--- src/rtl/pht_pkg.sv ---
// Shared helpers for the pattern history table: counter state constants,
// saturating counter arithmetic and the index hash.
package pht_pkg;

  localparam int unsigned DEFAULT_CTR_WIDTH = 2;
  localparam logic [31:0] CTR_STRONG_NT     = 32'd0;

  function automatic logic [31:0] ctr_weak_taken(input int unsigned width);
    return 32'd1 << (width - 1);
  endfunction

  function automatic logic [31:0] ctr_strong_taken(input int unsigned width);
    return (32'd1 << width) - 32'd1;
  endfunction

  function automatic logic [31:0] sat_inc(input logic [31:0] ctr, input int unsigned width);
    logic [31:0] maxv;
    maxv = ctr_strong_taken(width);
    return (ctr >= maxv) ? maxv : ctr + 32'd1;
  endfunction

  function automatic logic [31:0] sat_dec(input logic [31:0] ctr, input int unsigned width);
    return (ctr == CTR_STRONG_NT) ? CTR_STRONG_NT : ctr - 32'd1;
  endfunction

  function automatic logic [31:0] pht_hash(input logic [31:0] ghr, input logic [31:0] pc_bits,
                                           input logic mode);
    return mode ? (ghr ^ pc_bits) : ghr;
  endfunction

endpackage

--- src/rtl/global_history_reg.sv ---
// Global history register: speculative shift-in on lookup, restore from a
// carried snapshot on mispredict (restore wins over a same-cycle shift).
module global_history_reg #(
  parameter int HIST_WIDTH = 4
) (
  input  logic                  clk,
  input  logic                  reset,
  input  logic                  i_shift_en,
  input  logic                  i_shift_bit,
  input  logic                  i_restore_en,
  input  logic [HIST_WIDTH-1:0] i_restore_ghr,
  input  logic                  i_restore_bit,
  output logic [HIST_WIDTH-1:0] o_ghr
);

  logic [HIST_WIDTH-1:0] r_ghr;
  logic [HIST_WIDTH-1:0] w_spec_next;
  logic [HIST_WIDTH-1:0] w_repair_next;

  assign w_spec_next   = (r_ghr << 1) | HIST_WIDTH'(i_shift_bit);
  assign w_repair_next = (i_restore_ghr << 1) | HIST_WIDTH'(i_restore_bit);

  always_ff @(posedge clk) begin
    if (reset) begin
      r_ghr <= '0;
    end else if (i_restore_en) begin
      r_ghr <= w_repair_next;
    end else if (i_shift_en) begin
      r_ghr <= w_spec_next;
    end
  end

  assign o_ghr = r_ghr;

endmodule

--- src/rtl/gshare_pattern_history_table.sv ---
// Parametrised pattern history table with owned GHR, optional gshare hashing,
// saturating n-bit counters and saturating performance counters.
module gshare_pattern_history_table
  import pht_pkg::*;
#(
  parameter int PC_WIDTH   = 32,
  parameter int HIST_WIDTH = 4,
  parameter int CTR_WIDTH  = 2,
  parameter int INDEX_MODE = 1,
  parameter int PC_SHIFT   = 2,
  parameter int STAT_WIDTH = 16
) (
  input  logic                  clk,
  input  logic                  reset,
  input  logic                  lookup_valid,
  input  logic [PC_WIDTH-1:0]   lookup_pc,
  output logic                  pred_taken,
  output logic                  pred_valid,
  output logic [HIST_WIDTH-1:0] pred_index,
  output logic [HIST_WIDTH-1:0] pred_ghr,
  input  logic                  upd_valid,
  input  logic [HIST_WIDTH-1:0] upd_index,
  input  logic                  upd_taken,
  input  logic                  upd_mispredict,
  input  logic [HIST_WIDTH-1:0] upd_ghr,
  output logic [HIST_WIDTH-1:0] ghr_out,
  output logic [STAT_WIDTH-1:0] perf_lookups,
  output logic [STAT_WIDTH-1:0] perf_mispred
);

  localparam int DEPTH = 1 << HIST_WIDTH;
  localparam logic [CTR_WIDTH-1:0]  WEAK_T   = CTR_WIDTH'(ctr_weak_taken(CTR_WIDTH));
  localparam logic [CTR_WIDTH-1:0]  WEAK_NT  = WEAK_T - CTR_WIDTH'(1);
  localparam logic [STAT_WIDTH-1:0] STAT_MAX = '1;

  logic [CTR_WIDTH-1:0]  r_ctr [DEPTH];
  logic [DEPTH-1:0]      r_valid;
  logic [STAT_WIDTH-1:0] r_perf_lookups;
  logic [STAT_WIDTH-1:0] r_perf_mispred;

  logic [HIST_WIDTH-1:0] w_ghr;
  logic [HIST_WIDTH-1:0] w_pc_bits;
  logic [HIST_WIDTH-1:0] w_idx;
  logic                  w_pred_valid;
  logic                  w_pred_taken;
  logic                  w_recover;
  logic [CTR_WIDTH-1:0]  w_upd_ctr;

  assign w_pc_bits    = lookup_pc[PC_SHIFT +: HIST_WIDTH];
  assign w_idx        = HIST_WIDTH'(pht_hash(32'(w_ghr), 32'(w_pc_bits), INDEX_MODE != 0));
  assign w_pred_valid = lookup_valid & r_valid[w_idx];
  assign w_pred_taken = w_pred_valid & r_ctr[w_idx][CTR_WIDTH-1];
  assign w_recover    = upd_valid & upd_mispredict;

  assign pred_valid = w_pred_valid;
  assign pred_taken = w_pred_taken;
  assign pred_index = lookup_valid ? w_idx : '0;
  assign pred_ghr   = lookup_valid ? w_ghr : '0;

  global_history_reg #(
    .HIST_WIDTH (HIST_WIDTH)
  ) u_ghr (
    .clk           (clk),
    .reset         (reset),
    .i_shift_en    (lookup_valid),
    .i_shift_bit   (w_pred_taken),
    .i_restore_en  (w_recover),
    .i_restore_ghr (upd_ghr),
    .i_restore_bit (upd_taken),
    .o_ghr         (w_ghr)
  );

  assign ghr_out = w_ghr;

  // A first training lands in the weak state on the side of the outcome.
  always_comb begin
    w_upd_ctr = WEAK_T;
    if (!r_valid[upd_index]) begin
      w_upd_ctr = upd_taken ? WEAK_T : WEAK_NT;
    end else if (upd_taken) begin
      w_upd_ctr = CTR_WIDTH'(sat_inc(32'(r_ctr[upd_index]), CTR_WIDTH));
    end else begin
      w_upd_ctr = CTR_WIDTH'(sat_dec(32'(r_ctr[upd_index]), CTR_WIDTH));
    end
  end

  always_ff @(posedge clk) begin
    if (reset) begin
      r_valid <= '0;
      for (int i = 0; i < DEPTH; i++) begin
        r_ctr[i] <= WEAK_T;
      end
    end else if (upd_valid) begin
      r_valid[upd_index] <= 1'b1;
      r_ctr[upd_index]   <= w_upd_ctr;
    end
  end

  always_ff @(posedge clk) begin
    if (reset) begin
      r_perf_lookups <= '0;
      r_perf_mispred <= '0;
    end else begin
      if (lookup_valid && (r_perf_lookups != STAT_MAX)) begin
        r_perf_lookups <= r_perf_lookups + STAT_WIDTH'(1);
      end
      if (w_recover && (r_perf_mispred != STAT_MAX)) begin
        r_perf_mispred <= r_perf_mispred + STAT_WIDTH'(1);
      end
    end
  end

  assign perf_lookups = r_perf_lookups;
  assign perf_mispred = r_perf_mispred;

endmodule

--- config.mk ---
export PLATFORM = sky130hd
export DESIGN_NAME = gshare_pattern_history_table
export DESIGN_NICKNAME = d
export VERILOG_FILES = /design/src/rtl/pht_pkg.sv /design/src/rtl/global_history_reg.sv /design/src/rtl/gshare_pattern_history_table.sv
export SDC_FILE = /design/constraint.sdc
export NUM_CORES = 1
export LEC_CHECK = 0
export BUFFER_PORTS_ARGS = -buffer_cell sky130_fd_sc_hd__buf_4
export CAP_MARGIN = 20
export CORE_ASPECT_RATIO = 2
export CORE_MARGIN = 1
export CORE_UTILIZATION = 55
export CTS_BUF_LIST = sky130_fd_sc_hd__clkbuf_16
export CTS_CLUSTER_DIAMETER = 60
export CTS_CLUSTER_SIZE = 28
export DETAILED_ROUTE_END_ITERATION = 10
export PLACE_DENSITY_LB_ADDON = 0.08
export RECOVER_POWER = 50
export SKIP_LAST_GASP = 1
export SYNTH_ARGS = -nofsm -noshare
export SYNTH_HDL_FRONTEND = slang
export SYNTH_SLANG_ARGS = --single-unit
--- constraint.sdc ---
create_clock -name clk -period 2.35 [get_ports clk]
set_input_delay 0.1175 -clock clk [delete_from_list [all_inputs] [get_ports clk]]
set_output_delay 0.1175 -clock clk [all_outputs]
set_load 0.01 [all_outputs]
==> flow_results.xml <==
<?xml version="1.0" encoding="UTF-8"?>
<metrics>
  <group name="cts">
    <metric name="cts_max_path_buffers" unit="">2</metric>
    <metric name="cts_tree" unit="">done</metric>
    <metric name="cts_root_buffer" unit="">clkbuf_16</metric>
    <metric name="clk-insertion-delay-late" unit="ns">0.34</metric>
    <metric name="clock_sink_count" unit="">84</metric>
    <metric name="cts-htree-levels" unit="">3</metric>
    <metric name="clkSlewWorstSetupHoldPaths" unit="ns">0.06</metric>
    <metric name="cts.hold.buffers_added" unit="">0</metric>
    <metric name="numCtsBuffers" unit="">9</metric>
  </group>
  <group name="die">
    <metric name="floorplan.die.height" unit="µm">131</metric>
    <metric name="boundaryPins" unit="">92</metric>
    <metric name="placement_rows" unit="">46</metric>
    <metric name="floorplan.initialDensity" unit="%">57.1</metric>
    <metric name="coreArea" unit="µm²">8000</metric>
    <metric name="die_width" unit="µm">66.5</metric>
    <metric name="floorplan.die_area" unit="µm²">8700</metric>
  </group>
  <group name="worst_hold_path">
    <metric name="hold_path_depth" unit="">3</metric>
    <metric name="hold_wc_path_type" unit="">in -&gt; reg</metric>
    <metric name="worst_hold_path.endpoint" unit="">u_ghr.o_ghr[1]</metric>
    <metric name="min-delay-start" unit="">upd_ghr[0]</metric>
  </group>
  <group name="placement">
    <metric name="numPortBuffers" unit="">62</metric>
    <metric name="post_dp_cell_area" unit="µm²">5180</metric>
    <metric name="place.gp.congestion" unit="">0.844</metric>
    <metric name="hpwl" unit="µm">7960</metric>
  </group>
  <group name="synth">
    <metric name="synth.top_cell.area_share" unit="%">22.8</metric>
    <metric name="synth.ff_latch_count" unit="">84</metric>
    <metric name="yosysMostFrequentCell" unit="">dfxtp_1</metric>
    <metric name="yosys_warnings" unit="">0</metric>
    <metric name="synth_sequential_area_ratio" unit="%">43.8</metric>
    <metric name="synth.cells.most_frequent" unit="">dfxtp_1 (52), nor2_1 (44), nand2_1 (37)</metric>
    <metric name="postSynthNetCount" unit="">492</metric>
    <metric name="netlist_instances" unit="">444</metric>
    <metric name="synth_area_leaders" unit="">dfxtp_1 (23%), edfxtp_1 (21%), mux4_2 (5.4%), mux4_1 (4.6%), nor2_1 (3.6%)</metric>
    <metric name="count_of_distinct_cell_types_in_the_synthesized_netlist" unit="">56</metric>
    <metric name="synthesized_cell_area" unit="µm²">4570</metric>
    <metric name="synth_edf_count" unit="">32</metric>
    <metric name="syn_area_per_cell" unit="µm²">10.3</metric>
    <metric name="synth_async_sr_flop_share" unit="%">0</metric>
    <metric name="synth_top_area_cell" unit="">dfxtp_1</metric>
    <metric name="ys.flop_type" unit="">dfxtp_1</metric>
  </group>
  <group name="sta">
    <metric name="finalWorstSetupSlack" unit="ns">-0.0562</metric>
    <metric name="finalMaxSlewViolations" unit="">0</metric>
    <metric name="fin_tns_setup" unit="ns">-0.106</metric>
    <metric name="finalSetupViolCount" unit="">2</metric>
    <metric name="post_route_clock_period_utilization" unit="%">102</metric>
    <metric name="min_period" unit="ns">2.41</metric>
    <metric name="rsz0062_at_grt" unit="">true</metric>
    <metric name="clock_skew" unit="ns">0.00401</metric>
    <metric name="fmaxAchievable" unit="MHz">416</metric>
    <metric name="worst_pin_slew" unit="ns">0.629</metric>
    <metric name="timing_hold_violations_final" unit="">0</metric>
    <metric name="maxSlewHeadroom" unit="%">58.0</metric>
  </group>
  <group name="global_route">
    <metric name="grt_max_degree" unit="">71</metric>
    <metric name="grt_first_pass_wirelength" unit="µm">18200</metric>
    <metric name="grt_remaining_overflow" unit="">0</metric>
    <metric name="global_route.usage.total" unit="%">28.1</metric>
    <metric name="number_of_antenna_violations_at_the_first_check_in_global_routing" unit="">0</metric>
    <metric name="first_global_vias" unit="">3750</metric>
  </group>
  <group name="drt">
    <metric name="drt_iter0_markers" unit="">221</metric>
    <metric name="ant_nets" unit="">0</metric>
    <metric name="detailroute.via_count" unit="">3717</metric>
    <metric name="post_drt_via_cell_ratio" unit="">6.05</metric>
    <metric name="routed_wire_length_per_instance" unit="µm">18.2</metric>
    <metric name="routed_wl" unit="µm">11200</metric>
    <metric name="drc" unit="">0</metric>
    <metric name="first_pass_iters" unit="">5</metric>
  </group>
  <group name="worst_setup_path">
    <metric name="r2r_slack" unit="ns">0.24</metric>
    <metric name="cp_data_arrival_time" unit="ns">2.29</metric>
    <metric name="reg2reg_depth" unit="">5</metric>
    <metric name="critPathKind" unit="">reg -&gt; out</metric>
    <metric name="timing.critical_path.to_type" unit="">primary output</metric>
    <metric name="worstSetupStartpointType" unit="">flip-flop</metric>
    <metric name="path_max_fanout" unit="">6</metric>
    <metric name="timing.rr.end" unit="">r_ctr[9][0]</metric>
    <metric name="worst_ep_required_time" unit="ns">2.23</metric>
    <metric name="worst_r2r_startpoint" unit="">r_ctr[8][1]</metric>
  </group>
  <group name="final_layout">
    <metric name="multi_input_comb_area" unit="µm²">2380</metric>
    <metric name="finish.instance_area" unit="µm²">5440</metric>
    <metric name="area.sequential" unit="µm²">2000</metric>
    <metric name="postLayoutCoreUtil" unit="%">68.0</metric>
    <metric name="finish.net_count" unit="">561</metric>
    <metric name="area.growth.synth_to_final" unit="%">19.0</metric>
    <metric name="fillerInstances" unit="">674</metric>
    <metric name="drive_above_1_share" unit="%">19.5</metric>
    <metric name="antenna-diode-count" unit="">0</metric>
  </group>
  <group name="flow_run">
    <metric name="maxcap_viol_count" unit="">0</metric>
  </group>
  <group name="power">
    <metric name="worst_ir_drop_vdd" unit="mV">0.594</metric>
    <metric name="power_per_cell_area" unit="nW/µm²">617</metric>
    <metric name="report.power.total" unit="W">0.00336</metric>
    <metric name="power.leakage" unit="nW">1.85</metric>
  </group>
  <group name="status">
    <metric name="run_status" unit="">finished, violations left</metric>
    <metric name="violated_checks" unit="">negative setup slack</metric>
  </group>
</metrics>
-- timing repair --
action                                  in CTS  in global routing
endpoints found under the setup margin       2                  2
pin swaps                                    3                  3
gates resized for setup                     12                  2
buffers inserted                             5                  1
-- worst max path at each step --
stage                     slack [ns]  depth (start not counted)      startpoint      endpoint
after floorplan                 0.23                          6  u_ghr.o_ghr[0]    pred_taken
after global placement          0.18                          6    upd_index[0]  r_ctr[10][0]
after detailed placement        0.13                          6    upd_index[0]   r_ctr[9][0]
after CTS                      -0.04                          7  u_ghr.o_ghr[0]    pred_taken
after global routing           -0.12                          7  u_ghr.o_ghr[0]    pred_taken
final                          -0.06                          7  u_ghr.o_ghr[0]    pred_taken
-- cells in the final DEF, fill, tap and decap left out, types with 6 or more instances in the layout --
cell type  netlist  routed
mux4_1           8       8
nand2_1         37      37
a211oi_1        17      17
nor2_1          44      43
or3_1            6       6
o2111ai_1       16      16
buf_4            1      39
nand2b_1        17      17
nand4_1         11      11
clkbuf_1        12      40
clkbuf_16        0       9
edfxtp_1        32      32
a21oi_1         13      13
o21ai_0         21      21
nand3_1         14      14
xnor2_1         13      12
mux4_2          11      11
inv_1           23      23
dfxtp_1         52      51
xor2_1          14      12
a211oi_2        10      10
-- worst max-delay path, stage by stage (launching register included) --
cell     delay (ns)
dfxtp_2        0.36
xor2_2         0.19
buf_12         0.15
mux4_2         0.55
a32oi_2        0.28
o41ai_4        0.14
and2_4         0.16
buf_6          0.11
-- kinds of logic (layout without fill, tap and decap cells) --
kind of cell,count (synthesis),in the layout,share of synthesized area [%]
AND/OR/NAND/NOR,159,159,17.3
adder cells (fa/ha/maj),2,2,0.547
buffers and inverters,51,125,5.23
multiplexers,21,21,10.5
flip-flops,84,84,43.8
XOR/XNOR,27,27,5.17
AO/OA/AOI/OAI,100,100,17.5
-- layer usage --
| layer | global-route usage [%] | up-vias | routed length (µm) |
|---|---|---|---|
| li1 | - | 1791 | - |
| met1 | 31.5 | 1753 | 4140 |
| met2 | 51.0 | 144 | 6080 |
| met3 | 5.12 | 29 | 589 |
| met4 | 11.3 | 0 | 349 |
| met5 | 0 | - | 0 |
-- flip-flops by register name, indices dropped and copies added, names as in the netlist --
signal / count
r_ctr: 32
perf_lookups: 16
perf_mispred: 16
r_valid: 16
u_ghr.o_ghr: 4
-- where the power goes --
group | internal [W] | total, W | switching (W)
registers | 0.00154 | 0.00156 | 0.0000221
logic | 0.000166 | 0.000392 | 0.000226
clock network | 0.000828 | 0.00141 | 0.000578
-- through the flow --
step | cells | setup slack (ns) | hold WS, ns
floorplan | 444 | 0.230 | 0.300
global placement | 592 | 0.177 | 0.420
detailed placement | 592 | 0.133 | 0.427
CTS | 613 | -0.0351 | 0.0735
global route | 614 | -0.123 | 0.0978
finish | 614 | -0.0562 | 0.0790
-- area by class of cell --
| type | count | area share, % |
|---|---|---|
| Clock buffer | 9 | 4.14 |
| Inverter | 23 | 1.59 |
| Sequential cell | 84 | 36.8 |
| Timing Repair Buffer | 86 | 10.1 |
| Multi-Input combinational cell | 309 | 43.8 |
| Clock inverter | 7 | 1.36 |
| Tap cell | 96 | 2.21 |
Power figures use the tool's default switching activity.
